<file path="src/rtl/ps2_pkg.sv">
`default_nettype none
// ============================================================================
//  Module   : ps2_pkg
//  Brief    : Shared types and constants for the PS/2 host transmitter and
//             the mouse receive path.
//  Revision : 1.0  initial release
// ============================================================================
package ps2_pkg;

    // Host-to-device transmitter sequence states
    typedef enum logic [2:0] {
        S_IDLE      = 3'd0,
        S_INHIBIT   = 3'd1,
        S_REQ       = 3'd2,
        S_SEND      = 3'd3,
        S_ACK       = 3'd4,
        S_WAIT_IDLE = 3'd5,
        S_DONE      = 3'd6,
        S_ERROR     = 3'd7
    } ps2_tx_state_t;

    // Start + 8 data + parity + stop
    localparam int PS2_FRAME_BITS = 11;

    localparam logic [7:0] PS2_CMD_RESET    = 8'hFF;
    localparam logic [7:0] PS2_CMD_ENABLE   = 8'hF4;
    localparam logic [7:0] PS2_CMD_SET_RATE = 8'hF3;
    localparam logic [7:0] PS2_RESP_ACK     = 8'hFA;

    // Odd parity bit for a PS/2 data byte
    function automatic logic ps2_odd_parity(input logic [7:0] data);
        return ~^data;
    endfunction

endpackage : ps2_pkg
`default_nettype wire

</file>
<file path="src/rtl/ps2_sync_edge.sv">
`default_nettype none
// ============================================================================
//  Module   : ps2_sync_edge
//  Brief    : Two-flop synchronizer for one raw PS/2 line plus a falling-edge
//             detector on the synchronized value.
//  Revision : 1.0  initial release
// ============================================================================
module ps2_sync_edge (
    input  logic clk,
    input  logic rst_n,
    input  logic i_line,
    output logic o_sync,
    output logic o_fall
);

    // [0],[1] form the synchronizer, [2] holds the previous synced value.
    // Lines idle high, so everything resets to 1 to avoid a false edge.
    logic [2:0] sync_q;

    // Shift the raw line through the synchronizer and history flop
    always_ff @(posedge clk or negedge rst_n) begin
        if (!rst_n) begin
            sync_q <= 3'b111;
        end else begin
            sync_q <= {sync_q[1:0], i_line};
        end
    end

    assign o_sync = sync_q[1];
    assign o_fall = sync_q[2] & ~sync_q[1];

endmodule : ps2_sync_edge
`default_nettype wire

</file>
<file path="src/rtl/ps2_host_tx.sv">
`default_nettype none
// ============================================================================
//  Module   : ps2_host_tx
//  Brief    : PS/2 host-to-device command transmitter. Performs the
//             request-to-send sequence, clocks out one byte with odd parity
//             on device clock edges and checks the device ACK bit.
//  Revision : 1.0  initial release
// ============================================================================
module ps2_host_tx
    import ps2_pkg::*;
#(
    parameter int INHIBIT_CYCLES = 5000,
    parameter int TIMEOUT_CYCLES = 1000000
) (
    input  logic       clk,
    input  logic       rst_n,
    input  logic       i_valid,
    input  logic [7:0] i_data,
    output logic       o_ready,
    input  logic       i_ps2_clk,
    input  logic       i_ps2_dat,
    output logic       o_ps2_clk_oe,
    output logic       o_ps2_dat_oe,
    output logic       o_busy,
    output logic       o_done,
    output logic       o_err
);

    localparam int CNT_MAX = (INHIBIT_CYCLES > TIMEOUT_CYCLES) ? INHIBIT_CYCLES : TIMEOUT_CYCLES;
    localparam int CNT_W   = $clog2(CNT_MAX + 1);

    localparam logic [CNT_W-1:0] C_CNT_SAT  = CNT_W'(CNT_MAX);
    localparam logic [CNT_W-1:0] C_INH_LAST = CNT_W'(INHIBIT_CYCLES - 1);
    localparam logic [CNT_W-1:0] C_TO_LAST  = CNT_W'(TIMEOUT_CYCLES - 1);
    // Bit counter value on the edge that places the stop bit
    localparam logic [3:0]       C_LAST_BIT = 4'(PS2_FRAME_BITS - 2);

    ps2_tx_state_t                 state_q, state_d;
    logic [CNT_W-1:0]              cnt_q, cnt_d;
    logic [3:0]                    bit_q, bit_d;
    logic [PS2_FRAME_BITS-2:0]     shift_q, shift_d;
    logic                          clk_oe_q, clk_oe_d;
    logic                          dat_oe_q, dat_oe_d;
    logic                          busy_q, busy_d;

    logic                          w_sync_clk, w_clk_fall;
    logic                          w_sync_dat, w_unused_dat_fall;
    logic [CNT_W-1:0]              w_cnt_inc;

    ps2_sync_edge u_sync_clk (
        .clk    (clk),
        .rst_n  (rst_n),
        .i_line (i_ps2_clk),
        .o_sync (w_sync_clk),
        .o_fall (w_clk_fall)
    );

    ps2_sync_edge u_sync_dat (
        .clk    (clk),
        .rst_n  (rst_n),
        .i_line (i_ps2_dat),
        .o_sync (w_sync_dat),
        .o_fall (w_unused_dat_fall)
    );

    // Shared cycle counter saturates instead of wrapping
    assign w_cnt_inc = (cnt_q == C_CNT_SAT) ? cnt_q : cnt_q + 1'b1;

    // Next-state and line-drive decisions for the transmit sequence
    always_comb begin
        state_d  = state_q;
        cnt_d    = cnt_q;
        bit_d    = bit_q;
        shift_d  = shift_q;
        clk_oe_d = clk_oe_q;
        dat_oe_d = dat_oe_q;

        case (state_q)
            S_IDLE: begin
                clk_oe_d = 1'b0;
                dat_oe_d = 1'b0;
                if (i_valid) begin
                    state_d  = S_INHIBIT;
                    cnt_d    = '0;
                    clk_oe_d = 1'b1;
                    shift_d  = {1'b1, ps2_odd_parity(i_data), i_data};
                end
            end
            S_INHIBIT: begin
                // Clock edges are ignored here: the host owns the clock line
                if (cnt_q >= C_INH_LAST) begin
                    dat_oe_d = 1'b1;
                    state_d  = S_REQ;
                end else begin
                    cnt_d = w_cnt_inc;
                end
            end
            S_REQ: begin
                clk_oe_d = 1'b0;
                bit_d    = '0;
                cnt_d    = '0;
                state_d  = S_SEND;
            end
            S_SEND: begin
                cnt_d = w_cnt_inc;
                if (cnt_q >= C_TO_LAST) begin
                    clk_oe_d = 1'b0;
                    dat_oe_d = 1'b0;
                    state_d  = S_ERROR;
                end else if (w_clk_fall) begin
                    dat_oe_d = ~shift_q[0];
                    shift_d  = {1'b0, shift_q[PS2_FRAME_BITS-2:1]};
                    bit_d    = bit_q + 1'b1;
                    if (bit_q == C_LAST_BIT) begin
                        state_d = S_ACK;
                    end
                end
            end
            S_ACK: begin
                cnt_d = w_cnt_inc;
                if (cnt_q >= C_TO_LAST) begin
                    clk_oe_d = 1'b0;
                    dat_oe_d = 1'b0;
                    state_d  = S_ERROR;
                end else if (w_clk_fall) begin
                    state_d = w_sync_dat ? S_ERROR : S_WAIT_IDLE;
                end
            end
            S_WAIT_IDLE: begin
                cnt_d = w_cnt_inc;
                if (cnt_q >= C_TO_LAST) begin
                    clk_oe_d = 1'b0;
                    dat_oe_d = 1'b0;
                    state_d  = S_ERROR;
                end else if (w_sync_clk && w_sync_dat) begin
                    state_d = S_DONE;
                end
            end
            S_DONE: begin
                state_d = S_IDLE;
            end
            S_ERROR: begin
                clk_oe_d = 1'b0;
                dat_oe_d = 1'b0;
                state_d  = S_IDLE;
            end
            default: begin
                clk_oe_d = 1'b0;
                dat_oe_d = 1'b0;
                state_d  = S_IDLE;
            end
        endcase

        busy_d = (state_d != S_IDLE);
    end

    // State, counters and registered line drivers
    always_ff @(posedge clk or negedge rst_n) begin
        if (!rst_n) begin
            state_q  <= S_IDLE;
            cnt_q    <= '0;
            bit_q    <= '0;
            shift_q  <= '0;
            clk_oe_q <= 1'b0;
            dat_oe_q <= 1'b0;
            busy_q   <= 1'b0;
        end else begin
            state_q  <= state_d;
            cnt_q    <= cnt_d;
            bit_q    <= bit_d;
            shift_q  <= shift_d;
            clk_oe_q <= clk_oe_d;
            dat_oe_q <= dat_oe_d;
            busy_q   <= busy_d;
        end
    end

    assign o_ready      = (state_q == S_IDLE);
    assign o_ps2_clk_oe = clk_oe_q;
    assign o_ps2_dat_oe = dat_oe_q;
    assign o_busy       = busy_q;
    assign o_done       = (state_q == S_DONE);
    assign o_err        = (state_q == S_ERROR);

endmodule : ps2_host_tx
`default_nettype wire
</file>
<file path="config.mk">
export PLATFORM = sky130hd
export DESIGN_NAME = ps2_host_tx
export DESIGN_NICKNAME = d
export VERILOG_FILES = /design/src/rtl/ps2_pkg.sv /design/src/rtl/ps2_sync_edge.sv /design/src/rtl/ps2_host_tx.sv
export SDC_FILE = /design/constraint.sdc
export NUM_CORES = 1
export LEC_CHECK = 0
export BUFFER_PORTS_ARGS = -buffer_cell sky130_fd_sc_hd__buf_2
export CAP_MARGIN = 25
export CORE_ASPECT_RATIO = 0.6
export CORE_UTILIZATION = 47
export CTS_CLUSTER_DIAMETER = 30
export CTS_CLUSTER_SIZE = 25
export DETAILED_ROUTE_END_ITERATION = 7
export GPL_TIMING_DRIVEN = 0
export PLACE_DENSITY = 0.69
export SLEW_MARGIN = 25
export SYNTH_ARGS = -nofsm -noshare
export SYNTH_HDL_FRONTEND = slang
export SYNTH_SLANG_ARGS = --single-unit
</file>
<file path="constraint.sdc">
create_clock -name clk -period 6.5 [get_ports clk]
set_input_delay 1.3 -clock clk [delete_from_list [all_inputs] [get_ports clk]]
set_output_delay 1.3 -clock clk [all_outputs]
set_load 0.05 [all_outputs]
</file>
==> flow_summary.yaml <==
status:
  status: "finished clean"
clocking:
  numCtsBuffers: 5
  postCtsSetupRepairBufs: 0
  cts.repair.resized: 0
  tritoncts_clock_tree: "done"
  htree_levels: 2
  cts.sinks: 45
  cts.root.buffer_cell: "sky130_fd_sc_hd__clkbuf_8"
  clock_insertion_delay_worst_skew_ns: 0.30
  buffer_depth_of_the_longest_clock_path: 2
  clkSlewWorstSetupHoldPaths_ns: 0.09
  post_cts_hold_buffer_count: 0
route:
  detail_route.wirelength_mm: 6.12
  route.vias.total: 2244
  avgViaCountPerCell: 6.02
  drtIter0Drc: 124
  wl_per_cell_um: 16.4
  final_antenna_net_count: 0
  detail_route.drc_violations: 0
  drt_first_pass_iters: 4
final_layout:
  num_antenna_cells: 0
  area_growth_synth_to_finish_pct: 11.0
  layoutNonFillerInstCount: 373
  post-route-util_pct: 56.2
  nets: 323
  fin_area_sq_um: 2940
  post_route_cells_drive_above_1_share_pct: 18.9
  multi_input_area_sq_um: 1410
  seqCellArea_sq_um: 1130
  nFillCells: 466
die:
  die_extent_in_y_um: 60.2
  core-area_sq_um: 5230
  die_w_um: 98.9
  core.rowCount: 20
  io-pin-count: 19
  floorplan.initialDensity_pct: 50.7
  die_area_sq_um: 5950
yosys:
  ys.flop_type: "sky130_fd_sc_hd__dfrtp_1"
  yosys.area.top_type: "sky130_fd_sc_hd__dfrtp_1"
  synth_edf_count: 0
  netlist_area_sq_um: 2650
  netlist_instances: 281
  synth_fa_ha_area_share_pct: 1.89
  synth_seq_cells: 45
  synth_top_cells_by_count: "sky130_fd_sc_hd__dfrtp_1, sky130_fd_sc_hd__nand2_1, sky130_fd_sc_hd__o21ai_0, sky130_fd_sc_hd__nor2_1, sky130_fd_sc_hd__a21oi_1"
  share_of_the_synthesized_netlist_area_taken_by_xor_and_xnor_gates_pct: 3.64
  muxShareOfSynthArea_pct: 3.82
  avgSynthCellArea_sq_um: 9.43
  synth.area.top_cells: "sky130_fd_sc_hd__dfrtp_1, sky130_fd_sc_hd__dfstp_2, sky130_fd_sc_hd__o21ai_0"
  count_of_warnings_emitted_by_yosys: 0
  synthMostInstantiatedCell: "sky130_fd_sc_hd__dfrtp_1"
  synth.lib_cells_used.distinct: 57
  synth_seq_area_share_pct: 42.7
  ys_async_sr_fraction_pct: 100
  portion_of_synthesized_cell_area_occupied_by_the_leading_cell_type_pct: 37.8
  synth-compound-area-share_pct: 22.2
  syn-num-nets: 298
  synth-simple-area-share_pct: 21.7
  largest_family_of_logic_cells_by_synthesized_area: "compound AO/OA/AOI/OAI gates"
timing:
  max_slew_headroom_pct: 32.0
  timing_worst_slew_pin_value_ns: 1.01
  fin_worst_skew_ns: 0.00543
  worst_slack_ns: 3.50
  report.final.slew_viol_count: 0
  fin_worst_hold_slack_ns: 0.361
  timing.final.hold_violations: 0
  grt_setup_unrepaired: "no"
  finalSetupTns_ns: 0
  minimum_clock_period_ns: 3.00
  setup-violations-final: 0
  fmaxAchievable_mhz: 333
  finalCritPeriodShare_pct: 46.2
placement:
  placed_cells_incl_taps: 365
  detailedPlacementHpwl_mm: 4.54
  number_of_buffers_inserted_by_port_buffering: 18
  gp_congestion: 0.843
  placed_area_sq_um: 2820
  post-place-ws_ns: 3.83
critical_path:
  timing_worst_setup_path_type: "reg -> out"
  required_time_reported_for_the_critical_path_endpoint_ns: 5.20
  worstSetupStartpointType: "register"
  critPathLaunch: "state_q[1]"
  worst_r2r_path_depth: 8
  timing.rr.start: "cnt_q[10]"
  endpoint_kind: "output pin"
  crit_path_arrival_time_ns: 1.70
  cp_max_fo: 8
hold_path:
  hold_start: "u_sync_clk.sync_q[0]"
  min_path_type: "reg -> reg"
  hold_path_depth: 0
pwr:
  leakagePower_nw: 1.24
  pnr_total_power_mw: 0.998
  power.density_cell_area_nw_per_um2: 340
  vdd_ir_drop_max_mv: 0.133
run:
  max_cap_violations: 0
global_routing:
  number_of_global_route_vias_before_repair: 1901
  antenna_violations_before_repair: 0
  grt.overflow.total: 0
  largest_net_degree_at_the_start_of_global_routing: 46
  first_pass_grt_wire_length_mm: 9.83
  grt_usage_pct: 22.1
-- placed cells by master, fill, tap and decap left out, drive strengths merged, types with 7 or more instances in the layout --
master / count
clkbuf: 10
and3: 7
nor3: 9
nand3: 7
buf: 27
o21ai: 28
nand2: 28
o21a: 7
a21oi: 17
nor2: 19
dfrtp: 40
o31ai: 8
mux2i: 9
-- kinds of logic after synthesis --
family | count (synthesis)
and+or+nand+nor | 109
xor gates and xnor gates | 11
AOI/OAI and AO/OA | 83
buffers and inverters | 19
muxes | 10
adders and majority gates | 4
DFF | 45
-- critical path: stages, from the launching register on --
cell and delay [ns]:
sky130_fd_sc_hd__dfrtp_1 0.45, sky130_fd_sc_hd__or2_2 0.31, sky130_fd_sc_hd__clkbuf_1 0.20, sky130_fd_sc_hd__nor2_1 0.16, sky130_fd_sc_hd__buf_2 0.28
-- layout make-up --
| type | count | area share, % |
|---|---|---|
| inverters | 5 | 0.638 |
| repair buffers | 18 | 3.15 |
| flip-flops and latches | 45 | 38.5 |
| clock buffers | 5 | 2.34 |
| clock inverters | 3 | 1.57 |
| multi-input cells | 217 | 48.0 |
| well taps | 66 | 2.81 |
| plain buffers | 14 | 2.98 |
-- sequential cells by signal, indices dropped and copies added (netlist names) --
signal	flops
state_q	3
o_busy	1
cnt_q	20
u_sync_clk.sync_q	3
o_ps2_dat_oe	1
shift_q	10
u_sync_dat.sync_q	2
bit_q	4
o_ps2_clk_oe	1
-- where the power goes --
group	switching (mW)	total (mW)	internal, mW
Combinational	0.211	0.357	0.146
Sequential	0.0721	0.426	0.354
Clock	0.100	0.215	0.115
Total	0.383	0.998	0.615
-- worst paths after layout --
path	slack (ns)	end
max	3.50	o_ready
min	0.36	u_sync_clk.sync_q[1]
max reg2reg	4.03	state_q[1]
min reg2reg	0.36	u_sync_clk.sync_q[1]
max in group asynchronous	5.13	u_sync_clk.sync_q[2]
min in group asynchronous	0.98	cnt_q[19]
-- metal layers --
metal	GRT usage, %	wire length [um]	vias up
met1	35.6	3310	1063
met4	6.82	72	0
met2	27.0	2250	82
li1	-	-	1091
met3	6.08	479	8
met5	0	0	-
(Power assumes the default switching activity.)
